**config.mk**
```make
export PLATFORM = sky130hd
export DESIGN_NAME = lms_weight_engine
export DESIGN_NICKNAME = d
export VERILOG_FILES = /design/src/rtl/lms_pkg.sv /design/src/rtl/lms_tap_update.sv /design/src/rtl/lms_weight_engine.sv
export SDC_FILE = /design/constraint.sdc
export NUM_CORES = 2
export LEC_CHECK = 0
export BUFFER_PORTS_ARGS = -buffer_cell sky130_fd_sc_hd__buf_2
export CORE_ASPECT_RATIO = 2
export CORE_MARGIN = 5
export CORE_UTILIZATION = 60
export CTS_BUF_LIST = sky130_fd_sc_hd__clkbuf_2 sky130_fd_sc_hd__clkbuf_4 sky130_fd_sc_hd__clkbuf_8
export DETAILED_ROUTE_END_ITERATION = 6
export GPL_ROUTABILITY_DRIVEN = 0
export PLACE_DENSITY = 0.84
export SLEW_MARGIN = 10
export SYNTH_ARGS = -nofsm -noshare
export SYNTH_HDL_FRONTEND = slang
export SYNTH_SLANG_ARGS = --single-unit
```
**constraint.sdc**
```tcl
create_clock -name clk -period 17.4 [get_ports clk]
set_input_delay 0 -clock clk [delete_from_list [all_inputs] [get_ports clk]]
set_output_delay 0 -clock clk [all_outputs]
set_load 0.01 [all_outputs]
```
**src/rtl/lms_pkg.sv**
```systemverilog
// Shared types and helpers for the LMS coefficient-update engine.
package lms_pkg;

    typedef enum logic [1:0] {
        ST_IDLE = 2'd0,
        ST_RUN  = 2'd1,
        ST_DONE = 2'd2
    } lms_state_t;

    localparam int NTAPS_DEFAULT = 16;
    localparam int IDXW          = $clog2(NTAPS_DEFAULT);

    // Clamp a sign-extended value to the signed range of a ww-bit word.
    function automatic logic signed [63:0] sat_to_width(
        input logic signed [63:0] v,
        input int                 ww
    );
        logic signed [63:0] hi;
        logic signed [63:0] lo;
        hi = (64'sd1 <<< (ww - 1)) - 64'sd1;
        lo = -(64'sd1 <<< (ww - 1));
        if (v > hi) begin
            return hi;
        end else if (v < lo) begin
            return lo;
        end
        return v;
    endfunction

endpackage

```
**src/rtl/lms_tap_update.sv**
```systemverilog
// Combinational single-tap LMS update: multiply, step shift, leak, add, saturate.
module lms_tap_update
    import lms_pkg::*;
#(
    parameter int DW         = 14,
    parameter int WW         = 32,
    parameter int LEAK_SHIFT = 12
) (
    input  logic signed [DW-1:0] i_e,
    input  logic signed [DW-1:0] i_x,
    input  logic        [4:0]    i_mu,
    input  logic                 i_leak_en,
    input  logic signed [WW-1:0] i_w,
    output logic signed [WW-1:0] o_w,
    output logic                 o_sat
);

    logic signed [2*DW-1:0] w_prod;
    logic signed [2*DW-1:0] w_shifted;
    logic signed [WW:0]     w_delta;
    logic signed [WW-1:0]   w_leak;
    logic signed [WW:0]     w_sum;
    logic signed [63:0]     w_sum64;
    logic signed [63:0]     w_sat64;

    assign w_prod    = i_e * i_x;
    assign w_shifted = w_prod >>> i_mu;
    assign w_delta   = {{(WW+1-2*DW){w_shifted[2*DW-1]}}, w_shifted};
    assign w_leak    = i_leak_en ? (i_w >>> LEAK_SHIFT) : '0;

    // One guard bit keeps the sum exact before clamping.
    assign w_sum   = {i_w[WW-1], i_w} - {w_leak[WW-1], w_leak} + w_delta;
    assign w_sum64 = {{(63-WW){w_sum[WW]}}, w_sum};
    assign w_sat64 = sat_to_width(w_sum64, WW);

    assign o_w   = w_sat64[WW-1:0];
    assign o_sat = (w_sat64 != w_sum64);

endmodule

```
**src/rtl/lms_weight_engine.sv**
```systemverilog
// Time-multiplexed LMS weight engine: one shared update datapath, one tap per cycle.
module lms_weight_engine
    import lms_pkg::*;
#(
    parameter int NTAPS      = NTAPS_DEFAULT,
    parameter int DW         = 14,
    parameter int WW         = 32,
    parameter int LEAK_SHIFT = 12
) (
    input  logic                       clk,
    input  logic                       rst,
    input  logic                       start,
    input  logic signed [DW-1:0]       e,
    input  logic        [4:0]          mu_shift,
    input  logic                       leak_en,
    input  logic                       clear,
    output logic [$clog2(NTAPS)-1:0]   ref_idx,
    input  logic signed [DW-1:0]       ref_data,
    output logic                       busy,
    output logic                       done,
    output logic                       sat_flag,
    output logic [NTAPS*WW-1:0]        w_flat,
    output lms_state_t                 dbg_state
);

    localparam int            IW   = $clog2(NTAPS);
    localparam logic [IW-1:0] LAST = IW'(NTAPS - 1);

    lms_state_t           r_state;
    lms_state_t           w_state_nxt;
    logic [IW-1:0]        r_idx;
    logic signed [DW-1:0] r_e;
    logic [4:0]           r_mu;
    logic                 r_leak;
    logic                 r_sat;
    logic signed [WW-1:0] r_w [NTAPS];
    logic signed [WW-1:0] w_upd;
    logic                 w_clip;
    logic                 w_accept;

    assign w_accept = (r_state == ST_IDLE) && start && !clear;

    lms_tap_update #(
        .DW         (DW),
        .WW         (WW),
        .LEAK_SHIFT (LEAK_SHIFT)
    ) u_tap_update (
        .i_e       (r_e),
        .i_x       (ref_data),
        .i_mu      (r_mu),
        .i_leak_en (r_leak),
        .i_w       (r_w[r_idx]),
        .o_w       (w_upd),
        .o_sat     (w_clip)
    );

    always_comb begin
        w_state_nxt = r_state;
        case (r_state)
            ST_IDLE: if (w_accept) w_state_nxt = ST_RUN;
            ST_RUN: begin
                if (clear) begin
                    w_state_nxt = ST_IDLE;
                end else if (r_idx == LAST) begin
                    w_state_nxt = ST_DONE;
                end
            end
            ST_DONE: w_state_nxt = ST_IDLE;
            default: w_state_nxt = ST_IDLE;
        endcase
    end

    always_ff @(posedge clk or posedge rst) begin
        if (rst) begin
            r_state <= ST_IDLE;
        end else begin
            r_state <= w_state_nxt;
        end
    end

    always_ff @(posedge clk or posedge rst) begin
        if (rst) begin
            r_idx  <= '0;
            r_e    <= '0;
            r_mu   <= '0;
            r_leak <= 1'b0;
        end else if (w_accept) begin
            r_idx  <= '0;
            r_e    <= e;
            r_mu   <= mu_shift;
            r_leak <= leak_en;
        end else if (r_state == ST_RUN) begin
            r_idx <= (clear || r_idx == LAST) ? '0 : r_idx + IW'(1);
        end
    end

    // Clear wins over an in-flight write, so an aborted sweep leaves nothing behind.
    always_ff @(posedge clk or posedge rst) begin
        if (rst) begin
            for (int k = 0; k < NTAPS; k++) r_w[k] <= '0;
            r_sat <= 1'b0;
        end else if (clear) begin
            for (int k = 0; k < NTAPS; k++) r_w[k] <= '0;
            r_sat <= 1'b0;
        end else if (r_state == ST_RUN) begin
            r_w[r_idx] <= w_upd;
            if (w_clip) r_sat <= 1'b1;
        end
    end

    for (genvar g = 0; g < NTAPS; g++) begin : g_flat
        assign w_flat[g*WW +: WW] = r_w[g];
    end

    assign busy      = (r_state != ST_IDLE);
    assign done      = (r_state == ST_DONE);
    assign ref_idx   = (r_state == ST_RUN) ? r_idx : '0;
    assign sat_flag  = r_sat;
    assign dbg_state = r_state;

endmodule

```
==> impl_metrics.toml <==
[logic_synthesis]
yosys_register_bits = 539
muxShareOfSynthArea_pct = 12.1
synthCells = 3390
synth_compound_area_share_pct = 15.0
yosys_warnings = 0
synthFlopType = "dfrtp_1"
ys_seq_area_share_pct = 38.1
synth-xor-area-share_pct = 1.41
netlist_area_sq_mm = 0.0354
synth_top_family_by_area = "adder cells"
synth_edf_count = 0
yosys.area_share.simple_pct = 11.6
async_flop_share_pct = 100
syn_nets = 3759
synth_fa_ha_area_share_pct = 16.2
avgSynthCellArea_sq_um = 10.5
synth_cell_type_count = 94

[drt]
num_vias = 31851
drt-vias-per-instance = 6.79
postRouteAntennaNets = 0
drt-total-wl_um = 139000
first_pass_iters = 6
wl_per_cell_um = 29.5
drtIter0Drc = 4173
drc = 0

[floorplan]
ios = 559
core.rowCount = 126
die-width_um = 182
die_area_sq_mm = 0.0643
chipHeight_um = 354
core_area_sq_mm = 0.0588
start_util_pct = 60.3

[critical_path]
crit_path_start_kind = "flop"
critPathMaxFanout = 22
cp.required_ns = 17.99
cpMostUsedCell = "fa_1"
cpMaxStageDelayCell = "o21a_1"
critical_path_class = "flop to flop"
cp.arrival_ns = 12.88
cpPeakStageDelay_ns = 0.98
end_kind = "flop"

[clocking]
root_buffer = "clkbuf_8"
numCtsBuffers = 75
clkTransAtPathRegs_ns = 0.08
post_cts_buffers = 0
clk_path_buf_depth = 3
cts_tree = "yes"
cts_sinks = 539
clk_latency_ns = 0.71
cts_max_level = 3

[timing]
maxSlewHeadroom_pct = 11.5
tns_ns = 0
slew_viol_final = 0
fin_worst_skew_ns = 0.0628
fin_crit_ns = 12.29
whs_ns = -0.00400
hold_violations = 3
post-route-period-util_pct = 70.6
rsz0062_at_grt = "no"
worstMarginPinSlew_ns = 1.32
setup_viol = 0
fmax_ghz = 0.0814

[hold_path]
min_path_type = "primary input to asynchronous set/reset pin"

[global_route]
grt_max_degree = 172
track_usage_pct = 42.6
grt_pass1_wl_um = 206000
grt_pass1_vias = 32554
grt-ovfl-total = 0
antenna_found_initial = 4

[placed_design]
dp_hpwl_um = 103000
io_buffers = 558

[layout]
syn2layout_area_growth_pct = 14.7
fillers = 4293
seqCellArea_sq_mm = 0.0135
layout-drive-gt1-share_pct = 25.2
fin_nets = 4227
multi_input_area_sq_mm = 0.0201

[run_status]
failed_checks = "negative hold slack"
status = "finished, violations left"

[flow_run]
max_cap_violations = 0
==> cell usage after synthesis (all sizes together), types with 4 or more instances <==
cell     count  share of area, %
a21boi       4             0.085
a21o        14              0.30
nand4        8              0.14
a21oi      104               1.6
and3         9              0.16
mux2        26              0.83
a31o         4             0.099
fa         215                12
a211oi      12              0.25
o21bai      10              0.24
o31ai        5              0.16
a211o        6              0.15
o32ai        4             0.099
ha         116               4.1
or3          5             0.088
nand2b      14              0.25
o211ai      10              0.24
a2111oi      6              0.24
nor2b       16              0.28
clkbuf     156               1.7
nand2      554               5.9
buf         64              0.94
dfrtp      539                38
and2       121               2.1
nand3       33              0.72
o31a         6              0.17
a311oi       4             0.099
nor2       111               1.2
mux4       165                10
xnor2       39              0.99
a31oi        5             0.088
o21ai      435               6.2
o21a        22              0.47
a41oi        4              0.12
inv        284               3.0
nor3        21              0.31
a22o       145               3.6
a221oi       6              0.15
mux2i       27              0.77
nor3b        4             0.099
xor2        17              0.42
and4         4              0.11
==> stage by stage <==
stage	util (%)	hold WS (ns)	setup slack (ns)	cells	area, sq um
finish	69.1	-0.00400	5.11	4689	40600
global route	69.1	0.0992	4.49	4686	40600
CTS	69.1	0.0418	5.25	4684	40600
detailed placement	65.8	0.218	5.40	4525	38700
global placement	65.8	0.217	5.71	4525	38700
floorplan	-	0.117	2.33	3390	35400
==> flip-flops by register name (all words and copies together) (netlist names) <==
register	flops
r_leak	1
r_mu	5
w_flat	512
r_e	14
dbg_state	2
r_idx	4
sat_flag	1
==> worst max-delay path, delay by kind of cell, from the launching register on <==
kind,cells,cell delay (ns)
XOR/XNOR,2,1.07
multiplexers,1,0.32
adder cells (fa/ha/maj),9,4.50
flip-flops,1,0.64
buffers and inverters,4,0.58
AND/OR/NAND/NOR,6,1.79
AO/OA/AOI/OAI,12,3.26
==> layer usage <==
layer / global-route usage [%] / share of wire [%] / vias to the layer above / routed length [um]
met3: 14.3 / 13 / 927 / 18300
met2: 68.2 / 47 / 2768 / 64700
met5: 0 / 0.016 / - / 22
met4: 32.9 / 11 / 4 / 15000
met1: 46.4 / 29 / 15496 / 40500
li1: - / - / 12656 / -
==> worst paths after layout <==
path / from / to / slack [ns] / depth (start not counted)
max: r_e[13] / w_flat[442] / 5.11 / 34
min: rst / w_flat[72] / -0.004 / 3
max reg2reg: r_e[13] / w_flat[442] / 5.11 / 34
min reg2reg: w_flat[0] / w_flat[0] / 0.50 / 2
max in group asynchronous: rst / w_flat[158] / 14.34 / 6
min in group clk: e[0] / r_e[0] / 0.06 / 3
==> logic make-up (layout without fill, tap and decap cells) <==
kind of cell,Yosys count,in the layout
AND/OR/NAND/NOR,909,909
AO/OA/AOI/OAI,831,831
flip-flops,539,539
buffers and inverters,506,1033
adder cells (fa/ha/maj),331,331
multiplexers,218,218
XOR/XNOR,56,56
other,0,4
==> timing repair <==
action                    CTS  global route
hold buffers               23             0
resized for setup           0             0
hold endpoints to repair  131             0
==> layout by cell type (no fill, tap or decap), types with 38 or more instances in the layout <==
cell      count
dfrtp_1     535
nand2_1     553
a21oi_1      82
buf_2       558
a22o_1      145
mux4_2      165
o21ai_0     325
xnor2_1      38
nor2_1      109
ha_1        116
clkbuf_8     94
fa_1        215
o21ai_1     108
and2_1      121
inv_1       283
==> area by class of cell <==
class                   count  share of cell area [%]
diodes                      4                  0.0246
clock buffers             121                    3.68
clock inverters            15                   0.443
inverters                 286                    2.66
multi-input cells        2345                    49.6
flip-flops and latches    539                    33.2
well taps                 768                    2.36
repair buffers            611                    8.05
Power is not shown: default switching activity piles up to over one toggle a cycle in this logic, so the estimate is an artifact.
